File: config.mk
export PLATFORM = sky130hd
export DESIGN_NAME = nms_frame_ctrl
export DESIGN_NICKNAME = d
export VERILOG_FILES = /design/src/rtl/nms_pkg.sv /design/src/rtl/nms_corner_fifo.sv /design/src/rtl/nms_frame_ctrl.sv
export SDC_FILE = /design/constraint.sdc
export NUM_CORES = 1
export LEC_CHECK = 0
export BUFFER_PORTS_ARGS = -buffer_cell sky130_fd_sc_hd__buf_2
export CORE_MARGIN = 1.5
export CORE_UTILIZATION = 47
export CTS_BUF_LIST = sky130_fd_sc_hd__clkbuf_4 sky130_fd_sc_hd__clkbuf_8
export DETAILED_ROUTE_END_ITERATION = 8
export PLACE_DENSITY = 0.64
export SLEW_MARGIN = 25
export SYNTH_ARGS = -nofsm -noshare
export SYNTH_HDL_FRONTEND = slang
export SYNTH_SLANG_ARGS = --single-unit
export TNS_END_PERCENT = 10
File: constraint.sdc
create_clock -name clk -period 8.5 [get_ports clk]
set_input_delay 1.7 -clock clk [delete_from_list [all_inputs] [get_ports clk]]
set_output_delay 1.7 -clock clk [all_outputs]
set_load 0.03 [all_outputs]
File: src/rtl/nms_pkg.sv
// nms_pkg
// Shared definitions for the NMS frame sequencer slice: score and coordinate
// widths, the frame FSM state type, the packed corner record stored in the
// output FIFO, and the helper that sizes the end-of-frame flush.
package nms_pkg;

  localparam int SCORE_W = 13;
  localparam int COORD_W = 10;

  typedef enum logic [2:0] {
    IDLE,
    RUN,
    FLUSH,
    DRAIN,
    DONE
  } state_t;

  // x sits in the upper half so the packed record matches {x, y}.
  typedef struct packed {
    logic [COORD_W-1:0] x;
    logic [COORD_W-1:0] y;
  } corner_t;

  // Number of zero pixels to feed after the last real pixel so the window
  // centred on the bottom-right pixel is complete: half a window of full
  // rows plus half a window of columns.
  function automatic int flush_pix(input int col_num, input int nms_size);
    return col_num * (nms_size / 2) + nms_size / 2;
  endfunction

endpackage

File: src/rtl/nms_corner_fifo.sv
// nms_corner_fifo
// Synchronous FIFO holding surviving corners until downstream pops them.
// Ports:
//   clk, rst       clock, synchronous active-low reset (empties the FIFO)
//   push, din      write request and data; dropped when full unless popping
//   pop            read request; ignored when empty
//   head           oldest entry (valid while !empty)
//   full, empty    occupancy flags
//   count          current number of entries
module nms_corner_fifo #(
  parameter int WIDTH = 20,
  parameter int DEPTH = 8
) (
  input  logic                     clk,
  input  logic                     rst,
  input  logic                     push,
  input  logic [WIDTH-1:0]         din,
  input  logic                     pop,
  output logic [WIDTH-1:0]         head,
  output logic                     full,
  output logic                     empty,
  output logic [$clog2(DEPTH):0]   count
);

  localparam int AW = $clog2(DEPTH);
  localparam logic [AW:0] DEPTH_C = (AW + 1)'(DEPTH);

  logic [WIDTH-1:0] mem [DEPTH];
  logic [AW-1:0]    wr_ptr;
  logic [AW-1:0]    rd_ptr;
  logic             do_push;
  logic             do_pop;

  // A push into a full FIFO is still accepted when the head leaves in the
  // same cycle; the freed slot is exactly the one being written.
  assign empty   = (count == '0);
  assign full    = (count == DEPTH_C);
  assign do_pop  = pop && !empty;
  assign do_push = push && (!full || do_pop);
  assign head    = mem[rd_ptr];

  always_ff @(posedge clk) begin
    if (!rst) begin
      wr_ptr <= '0;
      rd_ptr <= '0;
      count  <= '0;
    end else begin
      if (do_push) wr_ptr <= wr_ptr + AW'(1);
      if (do_pop)  rd_ptr <= rd_ptr + AW'(1);
      case ({do_push, do_pop})
        2'b10:   count <= count + (AW + 1)'(1);
        2'b01:   count <= count - (AW + 1)'(1);
        default: count <= count;
      endcase
    end
  end

  always_ff @(posedge clk) begin
    if (do_push) mem[wr_ptr] <= din;
  end

endmodule

File: src/rtl/nms_frame_ctrl.sv
// nms_frame_ctrl
// Frame-level sequencer in front of NMS_top. Turns the raster score stream
// into coordinates/eol/ce strobes, appends zero flush pixels and ce-only
// drain cycles at end of frame, and collects surviving corners in a FIFO.
// Ports:
//   clk, rst                      clock, synchronous active-low reset
//   frame_start                   arms a new frame (pulse)
//   pix_vld/pix_score/pix_corner  upstream stream, pix_rdy back-pressure
//   nms_*                         strobes to / results from NMS_top
//   crn_vld/crn_x/crn_y/crn_rdy   corner output FIFO interface
//   busy, frame_done, corner_cnt  frame status
//   err                           sticky: restart while busy or FIFO overflow
module nms_frame_ctrl
  import nms_pkg::*;
#(
  parameter int COL_NUM     = 640,
  parameter int ROW_NUM     = 480,
  parameter int NMS_SIZE    = 3,
  parameter int NMS_LAT     = 3,
  parameter int OFIFO_DEPTH = 8
) (
  input  logic               clk,
  input  logic               rst,
  input  logic               frame_start,
  input  logic               pix_vld,
  input  logic [SCORE_W-1:0] pix_score,
  input  logic               pix_corner,
  output logic               pix_rdy,
  output logic               nms_ce,
  output logic [COORD_W-1:0] nms_x,
  output logic [COORD_W-1:0] nms_y,
  output logic               nms_iscorner,
  output logic [SCORE_W-1:0] nms_score,
  output logic               nms_eol,
  output logic               nms_xy_vld,
  input  logic               nms_corner_out,
  input  logic [COORD_W-1:0] nms_x_out,
  input  logic [COORD_W-1:0] nms_y_out,
  output logic               crn_vld,
  output logic [COORD_W-1:0] crn_x,
  output logic [COORD_W-1:0] crn_y,
  input  logic               crn_rdy,
  output logic               busy,
  output logic               frame_done,
  output logic [15:0]        corner_cnt,
  output logic               err
);

  localparam int CW      = $clog2(OFIFO_DEPTH) + 1;
  localparam int FLUSH_N = flush_pix(COL_NUM, NMS_SIZE);
  localparam logic [CW-1:0]      MAX_FILL   = CW'(OFIFO_DEPTH - NMS_LAT - 1);
  localparam logic [COORD_W-1:0] X_LAST     = COORD_W'(COL_NUM - 1);
  localparam logic [COORD_W-1:0] Y_LAST     = COORD_W'(ROW_NUM - 1);
  localparam logic [COORD_W-1:0] Y_LIMIT    = COORD_W'(ROW_NUM);
  localparam logic [15:0]        FLUSH_LAST = 16'(FLUSH_N - 1);
  localparam logic [7:0]         DRAIN_LAST = 8'(NMS_LAT - 1);

  state_t             state;
  logic [COORD_W-1:0] x;
  logic [COORD_W-1:0] y;
  logic [15:0]        flush_cnt;
  logic [7:0]         drain_cnt;
  logic               ce_q;
  logic [CW-1:0]      fifo_count;
  logic               fifo_full;
  logic               fifo_empty;
  corner_t            fifo_head;
  corner_t            cap_corner;
  logic               space_ok;
  logic               advance;
  logic               flush_step;
  logic               drain_step;
  logic               at_eol;
  logic               cap;
  logic               pop;

  // NMS may only step while the FIFO can absorb every result still inside
  // the NMS pipeline plus the one being captured right now.
  assign space_ok   = (fifo_count <= MAX_FILL);
  assign pix_rdy    = (state == RUN) && space_ok;
  assign advance    = pix_vld && pix_rdy;
  assign flush_step = (state == FLUSH) && space_ok;
  assign drain_step = (state == DRAIN) && space_ok;
  assign at_eol     = (x == X_LAST);

  assign nms_xy_vld   = advance || flush_step;
  assign nms_ce       = nms_xy_vld || drain_step;
  assign nms_eol      = nms_xy_vld && at_eol;
  assign nms_x        = x;
  assign nms_y        = y;
  assign nms_score    = (state == RUN) ? pix_score : '0;
  assign nms_iscorner = (state == RUN) && pix_corner;

  assign busy       = (state != IDLE);
  assign frame_done = (state == DONE);

  // corner_out is only fresh on the cycle after a ce step; flush-row
  // results (y beyond the frame) are discarded.
  assign cap          = ce_q && nms_corner_out && (nms_y_out < Y_LIMIT);
  assign pop          = !fifo_empty && crn_rdy;
  assign cap_corner.x = nms_x_out;
  assign cap_corner.y = nms_y_out;

  assign crn_vld = !fifo_empty;
  assign crn_x   = fifo_empty ? '0 : fifo_head.x;
  assign crn_y   = fifo_empty ? '0 : fifo_head.y;

  nms_corner_fifo #(
    .WIDTH (2 * COORD_W),
    .DEPTH (OFIFO_DEPTH)
  ) u_fifo (
    .clk   (clk),
    .rst   (rst),
    .push  (cap),
    .din   (cap_corner),
    .pop   (pop),
    .head  (fifo_head),
    .full  (fifo_full),
    .empty (fifo_empty),
    .count (fifo_count)
  );

  // Frame FSM plus coordinate counters, capture bookkeeping and the sticky
  // error. The raster position keeps running through the flush pixels so
  // NMS sees rows beyond the frame; IDLE clears are placed last so a new
  // frame always starts from zero.
  always_ff @(posedge clk) begin
    if (!rst) begin
      state      <= IDLE;
      x          <= '0;
      y          <= '0;
      flush_cnt  <= '0;
      drain_cnt  <= '0;
      ce_q       <= 1'b0;
      corner_cnt <= '0;
      err        <= 1'b0;
    end else begin
      ce_q <= nms_ce;

      if ((frame_start && state != IDLE) || (cap && fifo_full && !pop))
        err <= 1'b1;

      if (cap && corner_cnt != 16'hFFFF)
        corner_cnt <= corner_cnt + 16'd1;

      if (nms_xy_vld) begin
        if (at_eol) begin
          x <= '0;
          y <= y + COORD_W'(1);
        end else begin
          x <= x + COORD_W'(1);
        end
      end

      unique case (state)
        IDLE: begin
          if (frame_start) begin
            state      <= RUN;
            x          <= '0;
            y          <= '0;
            corner_cnt <= '0;
          end
        end
        RUN: begin
          if (advance && at_eol && y == Y_LAST) begin
            state     <= (FLUSH_N == 0) ? DRAIN : FLUSH;
            flush_cnt <= '0;
            drain_cnt <= '0;
          end
        end
        FLUSH: begin
          if (flush_step) begin
            flush_cnt <= flush_cnt + 16'd1;
            if (flush_cnt == FLUSH_LAST) begin
              state     <= DRAIN;
              drain_cnt <= '0;
            end
          end
        end
        DRAIN: begin
          if (drain_step) begin
            drain_cnt <= drain_cnt + 8'd1;
            if (drain_cnt == DRAIN_LAST) state <= DONE;
          end
        end
        DONE: begin
          state <= IDLE;
        end
        default: begin
          state <= IDLE;
        end
      endcase
    end
  end

endmodule
==> summary.txt, run 1 <==
DIE AREA: 22400 µm²
Kind of critical path: primary input to output port
Cell variety after synth: 56
Num rows: 53
Detailed-route vias per instance: 5.63
Number of synthesized flops with an enable pin: 160
M2 GR Usage: 0.322
Inserted Clock Buffers: 39
Max-Cap Viols: 0
Syn Inst Count: 745
WP buf/inv: 4
CORE AREA: 21100 µm²
P_leak: 4.18 nW
Worst slew pin tran: 0.887 ns
Vias: 6700
Hold-fix buffers, CTS: 0
Register clock-pin slew on the reported worst setup and hold paths: 0.06 ns
Top-area cell type share of the netlist area: 0.474
Die extent in x: 150 µm
Met1 usage: 0.257
Most frequent cells after synthesis: 160 x edfxtp_1, 78 x dfxtp_1, 75 x nor2_1, 40 x mux4_2, 38 x nand2_1
Final net count: 933
Post-route ant nets: 0
Fin. max-slew vios: 0
Avg Cell Area, Syn: 13.6 µm²
Final setup TNS: 0 ns
CP arrival: 2.97 ns
CP most frequent cell: buf_2
Worst vdd ir: 157 µV
CTS Sinks: 238
Maximum root-to-sink buffer count: 3
Post-Syn Area: 10100 µm²
Largest net degree at the start of global routing: 41
Cells along the critical path: buf_2, nand3b_4, a2111oi_4, buf_4, nand2_1, inv_1, buf_2
Tmin final: 4.67 ns
Slowest-stage cell, CP: a2111oi_4
Post-CTS sizing: 0
Pre-antenna DRT Iters: 5
Gr busiest metal: met2
Synthesis Warnings: 0
Die Y: 150 µm
Post-Route WL: 21500 µm
Final Skew: 0.0246 ns
P&R area growth vs syn: 16.9%
Ys async rst share: 0
# Post-CTS Setup Buffers: 0
Iteration-0 DRC Markers: 552
CP Capture Type: output port
Largest delay share family, worst path: buffers and inverters
PortBufs: 117
Global-route wire length before repair: 34100 µm
Relative slew slack: 0.404
Crit-path max cell delay: 0.34 ns
Register bit total from synthesis: 238
Area of the multi-input gates: 3610 µm²
Fmax: 214 MHz
Final HPWL DP: 13500 µm
CP required: 6.80 ns
Vias in the first global route: 6619
CTS H-tree depth: 2
Worst-path maximum fanout: 19
CTS tree: done
Total grt overflow: 0
Met3 global-route usage: 0.0466
Remaining DRCs: 0
Fill count: 1741
DR WL/cell: 18.0 µm
CTS root buf: clkbuf_8
Post-synthesis sequential area ratio: 0.628
Mapped Nets: 795
Hold Path Class: flop to flop
Worst-skew pair later-pin latency: 0.53 ns
Cell taking the most area after synthesis: edfxtp_1
Top cells by area, synth: edfxtp_1 47%, dfxtp_1 15%, mux4_2 8.9%
Final period util: 0.549
RSZ-0062 raised after global routing: false
GRT Util Overall: 0.196
Fin area: 11800 µm²
Pwr Density: 257 nW/µm²
# setup viols final: 0
Outcome: finished, final reports clean
I/O pins: 118
Critical Path Source Type: primary input
Share of layout cells above drive strength 1: 0.286
Register area: 6370 µm²
Most numerous cell in the Yosys netlist: edfxtp_1
Final Hold Fails: 0
Primary FF master, synth: edfxtp_1
Placed inst area: 11100 µm²
Routability congestion estimate from global placement: 0.831
Initial antenna violation count: 2
Starting Density: 0.480
-- kinds of logic after synthesis --
group           synth area share
flops                      0.628
buf+inv                   0.0186
xor+xnor                  0.0285
fa+ha+maj                 0.0124
mux                        0.116
compound gates            0.0594
simple gates               0.137
-- cell type report --
cell class | count | area share
Inverter | 12 | 0.00380
Sequential cell | 238 | 0.538
Antenna cell | 2 | 0.000423
Multi-Input combinational cell | 460 | 0.305
Tap cell | 275 | 0.0290
Clock buffer | 59 | 0.0606
Timing Repair Buffer | 132 | 0.0589
Clock inverter | 11 | 0.00475
-- final timing paths --
kind                        start  slack (ns)  cells past startpoint               end
setup / recovery          pix_vld        3.83                      7           nms_eol
hold / removal                err        0.49                      2               err
setup reg to reg  u_fifo.count[3]        5.81                      5  u_fifo.mem[1][7]
hold reg to reg               err        0.49                      2               err
-- sequential cells by signal, summed over array words and instances (netlist names), named ones only --
signal,flops
nms_y,10
ce_q,1
u_fifo.mem,160
nms_x,10
flush_cnt,16
u_fifo.count,4
u_fifo.rd_ptr,3
drain_cnt,8
u_fifo.wr_ptr,3
corner_cnt,16
err,1
state,3
-- worst min-delay path: cells and delay by family (launching register included) --
kind               cells  cell delay, ns
AOI/OAI and AO/OA      1            0.05
DFF                    1            0.33
and+or+nand+nor        1            0.08
-- routing by layer --
metal / routed length [µm] / share of wire / vias to the layer above
met4: 401 / 0.019 / 2
met5: 13 / 0.00061 / -
met3: 1450 / 0.067 / 34
met2: 10400 / 0.49 / 221
li1: - / - / 3154
met1: 9170 / 0.43 / 3289
-- cells in the final DEF (no fill, tap or decap), types with 10 or more instances in the layout --
| master | n |
|---|---|
| a21oi_1 | 33 |
| and2_1 | 17 |
| and3_1 | 16 |
| buf_2 | 117 |
| buf_4 | 15 |
| clkbuf_4 | 15 |
| clkbuf_8 | 44 |
| dfxtp_1 | 77 |
| edfxtp_1 | 160 |
| ha_1 | 10 |
| inv_1 | 12 |
| mux2i_1 | 27 |
| mux4_2 | 40 |
| nand2_1 | 38 |
| nand3_1 | 29 |
| nand4_1 | 16 |
| nor2_1 | 69 |
| nor3_1 | 15 |
| o21ai_0 | 13 |
| o31ai_1 | 10 |
| or4_1 | 13 |
| xnor2_1 | 11 |
| xor2_1 | 22 |
-- through the flow --
| step | total power, W | hold slack, ns | worst slack (ns) | utilization | instances |
|---|---|---|---|---|---|
| 2_1_floorplan | 0.00189 | 0.452 | 4.06 | - | 745 |
| 3_3_place_gp | 0.00208 | 0.455 | 3.86 | 0.525 | 1117 |
| 3_5_place_dp | 0.00210 | 0.466 | 3.86 | 0.525 | 1117 |
| 4_1_cts | 0.00308 | 0.495 | 3.85 | 0.561 | 1187 |
| 5_1_grt | 0.00319 | 0.510 | 3.74 | 0.562 | 1188 |
| 6_report | 0.00304 | 0.489 | 3.83 | 0.562 | 1189 |
-- report_power, final --
group,internal [W],switching [W]
combinational,0.000277,0.000489
clock,0.000541,0.000435
sequential,0.00126,0.0000367
Note: power is estimated with default switching activity, not from simulation.
==> run 2: changes to the inputs <==
clock period = 4.7 ns   (was 8.5 ns; I/O delays follow)
==> run 2 against run 1 <==
Against the previous run:
- first-iteration DRC count fell by 33%
- count of clock-buffer cells in the layout is 7 lower
- final area increased by 1.0%
- non-clock buffer count rose by 2
- combinational power up 78%
==> summary.txt, run 2 (synthesized netlist as in run 1, its figures left out) <==
Outcome: finished, final reports clean
Sw frac: 0.306
Hold-fix buffers, CTS: 0
Relative slew slack: 0.374
Inserted Clock Buffers: 39
Max-Cap Viols: 0
DR WL/cell: 18.5 µm
Worst slew pin tran: 0.932 ns
Fmax: 287 MHz
Register clock-pin slew on the reported worst setup and hold paths: 0.06 ns
Internal power: 0.00398 W
Fin. max-slew vios: 0
Routability congestion estimate from global placement: 0.828
Pre-antenna DRT Iters: 4
Crit-path max cell delay: 0.69 ns
Vias: 6732
Final Hold Fails: 0
Max reg flops: 160
Post-route ant nets: 0
CTS root buf: clkbuf_8
Worst-path maximum fanout: 29
# Post-CTS Setup Buffers: 0
Iteration-0 DRC Markers: 372
Top reg by flops: u_fifo.mem
Final Instance Count excl. Fillers: 1191
Fill count: 1742
DIE AREA: 22400 µm²
# setup viols final: 0
Pwr Density: 479 nW/µm²
Worst vdd ir: 274 µV
CORE AREA: 21100 µm²
Share of layout cells above drive strength 1: 0.286
CTS H-tree depth: 2
Maximum root-to-sink buffer count: 3
GRT Util Overall: 0.202
P_leak: 4.23 nW
I/O pins: 118
Cells after DPL: 1119
Final setup TNS: 0 ns
Final HPWL DP: 14200 µm
Final Skew: 0.0224 ns
Sequential group share of total power: 0.415
P&R area growth vs syn: 18.1%
Vias in the first global route: 6924
Slowest-stage cell, CP: dfxtp_1
Die extent in x: 150 µm
Commonest non-fill, non-tap cell in the layout: edfxtp_1
Total grt overflow: 0
Detailed-route vias per instance: 5.65
CP required: 3.76 ns
Tmin final: 3.48 ns
WP buf/inv: 2
CP arrival: 2.54 ns
CP Capture Type: output port
Final period util: 0.741
Hold Path Depth: 2
Initial antenna violation count: 2
Clk network pwr share: 0.348
Global-route wire length before repair: 35300 µm
Worst-skew pair later-pin latency: 0.54 ns
Num rows: 53
Cells along the critical path: buf_4, mux4_2, mux2i_1, nor2_1, buf_2
Hold Path Class: flop to flop
Remaining DRCs: 0
Final net count: 935
Die Y: 150 µm
Starting Density: 0.480
Most frequent cells in the layout: 160 x edfxtp_1, 117 x buf_2, 77 x dfxtp_1
Critical Path Source Type: flop
Largest net degree at the start of global routing: 30
PortBufs: 117
Largest delay share family, worst path: flip-flops
Depth of the most critical reg-to-reg path: 6
Post-Route WL: 22000 µm
Kind of critical path: flop to output port
CTS tree: done
WP depth: 5
Post-CTS sizing: 0
Gate power share: 0.238
Largest regs: u_fifo.mem: 160 flops, corner_cnt: 16 flops, flush_cnt: 16 flops
CTS Sinks: 238
RSZ-0062 raised after global routing: false
Switching power: 0.00176 W
-- run 2: cell type report --
class,count,area (µm²),share of cell area
antenna,2,5.00,0.000418
clock buffer,52,659,0.0551
clock inverter,18,215,0.0180
inverter,12,45.0,0.00376
multi-input combinational,460,3620,0.302
sequential,238,6370,0.532
tap,275,344,0.0288
timing repair buffer,134,713,0.0596
-- run 2: power by group through the flow --
stage               sequential (W)  clock [W]  combinational [W]
detailed placement         0.00243          0            0.00138
floorplan                  0.00236          0            0.00106
global placement           0.00242          0            0.00136
global route               0.00239    0.00214            0.00148
finish                     0.00238    0.00199            0.00136
CTS                        0.00238    0.00205            0.00138
-- run 2: worst paths after layout --
| kind | startpoint | to | slack, ns |
|---|---|---|---|
| worst max-delay path | flop | crn_x[4] | 1.22 |
| worst min-delay path | err | err | 0.50 |
| worst max register to register | u_fifo.count[3] | u_fifo.mem[2][6] | 1.99 |
| worst min register to register | err | err | 0.50 |
-- run 2: per-stage QoR --
step	setup slack (ns)	util	hold slack [ns]	total power, W	cell area, µm²
4_1_cts	1.12	0.567	0.494	0.00581	12000
3_5_place_dp	1.32	0.525	0.484	0.00380	11100
2_1_floorplan	1.02	-	0.452	0.00342	10100
6_report	1.22	0.568	0.500	0.00574	12000
3_3_place_gp	1.44	0.525	0.450	0.00378	11100
5_1_grt	0.995	0.567	0.521	0.00601	12000
-- run 2: tightest hold or removal path, stage by stage, from the launching register on --
cell	delay (ns)
dfxtp_1	0.34
a211oi_1	0.05
nor2_1	0.07
-- run 2: per-layer routing --
layer / wire, µm / global-route usage / vias to the layer above / share of wire
li1: - / - / 3161 / -
met1: 9150 / 0.254 / 3318 / 0.42
met2: 11100 / 0.346 / 215 / 0.51
met3: 1340 / 0.0479 / 38 / 0.061
met4: 389 / 0.0618 / 0 / 0.018
met5: 0 / 0 / - / 0
==> run 3: changes to the inputs <==
clock period = 3.39 ns   (was 4.7 ns; I/O delays follow)
==> run 3 against run 2 <==
Against the previous run:
- sequential power grew 37%
- final area increased by 0.92%
- worst setup slack got worse by 0.85 ns
- first-iteration DRC count rose by 24%
- global-route usage decreased by 0.31 points
- combinational power is 43% higher
- worst hold slack got worse by 0.11 ns
- non-clock buffer count up 8
- critical path depth rose by 1
- register-to-register slack lost 1.2 ns
- core utilization increased by 0.52 points
- largest cell class unchanged
==> summary.txt, run 3 (synthesized netlist as in run 1, its figures left out) <==
Fill count: 1723
CTS root buf: clkbuf_8
Worst vdd ir: 393 µV
Largest net degree at the start of global routing: 41
Switching power: 0.00248 W
Hold Path Depth: 1
Tmin final: 3.03 ns
CP required: 2.71 ns
Max-Cap Viols: 0
Pwr Density: 665 nW/µm²
Share of layout cells above drive strength 1: 0.297
# Post-CTS Setup Buffers: 0
Post-CTS sizing: 0
Hold endpoint: u_fifo.mem[0][18]
Pre-CTS WS: 0.683 ns
P_leak: 4.30 nW
Total grt overflow: 0
Clk network pwr share: 0.351
# setup viols final: 0
DR WL/cell: 18.1 µm
Worst slew pin tran: 0.861 ns
Fin Hold WS: 0.389 ns
Pre-antenna DRT Iters: 5
M2 GR Usage: 0.339
Routability congestion estimate from global placement: 0.848
Vias: 6737
Hold-fix buffers, CTS: 0
I/O pins: 118
Met1 usage: 0.252
Final net count: 944
Maximum root-to-sink buffer count: 3
Detailed-route vias per instance: 5.60
Worst-path maximum fanout: 6
Max reg flops: 160
Most frequent cells in the layout: 160 x edfxtp_1, 117 x buf_2, 77 x dfxtp_1
Vias in the first global route: 6897
Kind of critical path: flop to output port
Post-route setup slack: 0.362 ns
Slowest-stage cell, CP: nor3_1
Met3 global-route usage: 0.0409
PortBufs: 117
Iteration-0 DRC Markers: 460
Outcome: finished, final reports clean
R2R Path Start: u_fifo.count[1]
CTS Sinks: 238
Die Y: 150 µm
Fin. max-slew vios: 0
Inserted Clock Buffers: 40
Final period util: 0.893
Cells along the critical path: ha_1, nand4b_1, nor3_1, nand2_1, inv_1, buf_2
Post-Route WL: 21800 µm
Register clock-pin slew on the reported worst setup and hold paths: 0.07 ns
Global-route wire length before repair: 34800 µm
CP Capture Type: output port
Initial antenna violation count: 1
Depth of the most critical reg-to-reg path: 8
Num rows: 53
CP arrival: 2.35 ns
DIE AREA: 22400 µm²
Worst-skew pair later-pin latency: 0.55 ns
Final HPWL DP: 14000 µm
Post-route ant nets: 0
Largest regs: u_fifo.mem: 160 flops, corner_cnt: 16 flops, flush_cnt: 16 flops
Final setup TNS: 0 ns
Top reg by flops: u_fifo.mem
Final Hold Fails: 0
Critical Path Source Type: flop
Hold Path Class: primary input to flop
Internal power: 0.00555 W
HP Start: nms_x_out[8]
RSZ-0062 raised after global routing: false
CTS tree: done
CORE AREA: 21100 µm²
Die extent in x: 150 µm
Flop2flop setup slack: 0.77 ns
Crit-path max cell delay: 0.49 ns
Sw frac: 0.309
Starting Density: 0.480
Gr busiest metal: met2
Final Skew: 0.0317 ns
Gate power share: 0.243
Commonest non-fill, non-tap cell in the layout: edfxtp_1
FF-to-FF End: u_fifo.count[2]
Fmax: 330 MHz
Remaining DRCs: 0
Sequential group share of total power: 0.406
CTS H-tree depth: 2
GRT Util Overall: 0.199
Relative slew slack: 0.426
P&R area growth vs syn: 19.2%
-- run 3: changes by cell type in the layout (fill, tap and decap cells not counted), moves of 2 or more --
cell and delta:
clkinv_1 -2, buf_12 +2, clkbuf_8 +3, buf_4 +6, clkinv_2 +3
-- run 3: critical path: cells and delay by family, from the launching register on --
family                   cells  cell delay, ns
AND/OR/NAND/NOR              3            0.90
flip-flops                   1            0.38
buffers and inverters        2            0.27
adder cells (fa/ha/maj)      1            0.26
-- run 3: worst max path at each step --
| stage | to | depth (start not counted) | start | slack, ns |
|---|---|---|---|---|
| after floorplan | u_fifo.mem[1][0] | 5 | nms_y_out[9] | 0.23 |
| after global placement | corner_cnt[14] | 6 | nms_y_out[9] | 0.77 |
| after detailed placement | u_fifo.count[2] | 9 | nms_y_out[5] | 0.68 |
| after CTS | pix_rdy | 4 | state[0] | 0.31 |
| after global routing | nms_eol | 6 | nms_x[0] | 0.12 |
| final | nms_eol | 6 | nms_x[0] | 0.36 |
-- run 3: layer usage --
layer | routed length [µm] | part of all wire
met1 | 9230 | 0.42
met2 | 10900 | 0.50
met3 | 1300 | 0.060
met4 | 355 | 0.016
met5 | 0 | 0
-- run 3: per-stage QoR --
| stage | total power (W) | cell area (µm²) | utilization | cells |
|---|---|---|---|---|
| floorplan | 0.00475 | 10100 | - | 745 |
| global placement | 0.00526 | 11200 | 0.529 | 1127 |
| detailed placement | 0.00530 | 11200 | 0.529 | 1127 |
| CTS | 0.00814 | 12100 | 0.573 | 1201 |
| global route | 0.00841 | 12100 | 0.573 | 1201 |
| finish | 0.00803 | 12100 | 0.573 | 1202 |
-- run 3: layout make-up --
class,count,area [µm²],share of cell area
sequential,238,6370,0.527
multi-input combinational,460,3610,0.299
timing repair buffer,142,798,0.0661
clock buffer,56,708,0.0586
tap,275,344,0.0285
clock inverter,18,201,0.0167
inverter,12,45.0,0.00373
antenna,1,2.50,0.000207
-- run 3: power by group through the flow --
| stage | clock network, W | registers [W] | logic [W] |
|---|---|---|---|
| after CTS | 0.00289 | 0.00326 | 0.00199 |
| final | 0.00282 | 0.00326 | 0.00195 |
| after global placement | 0 | 0.00332 | 0.00194 |
| after global routing | 0.00301 | 0.00327 | 0.00212 |
| after detailed placement | 0 | 0.00332 | 0.00198 |
| after floorplan | 0 | 0.00328 | 0.00147 |
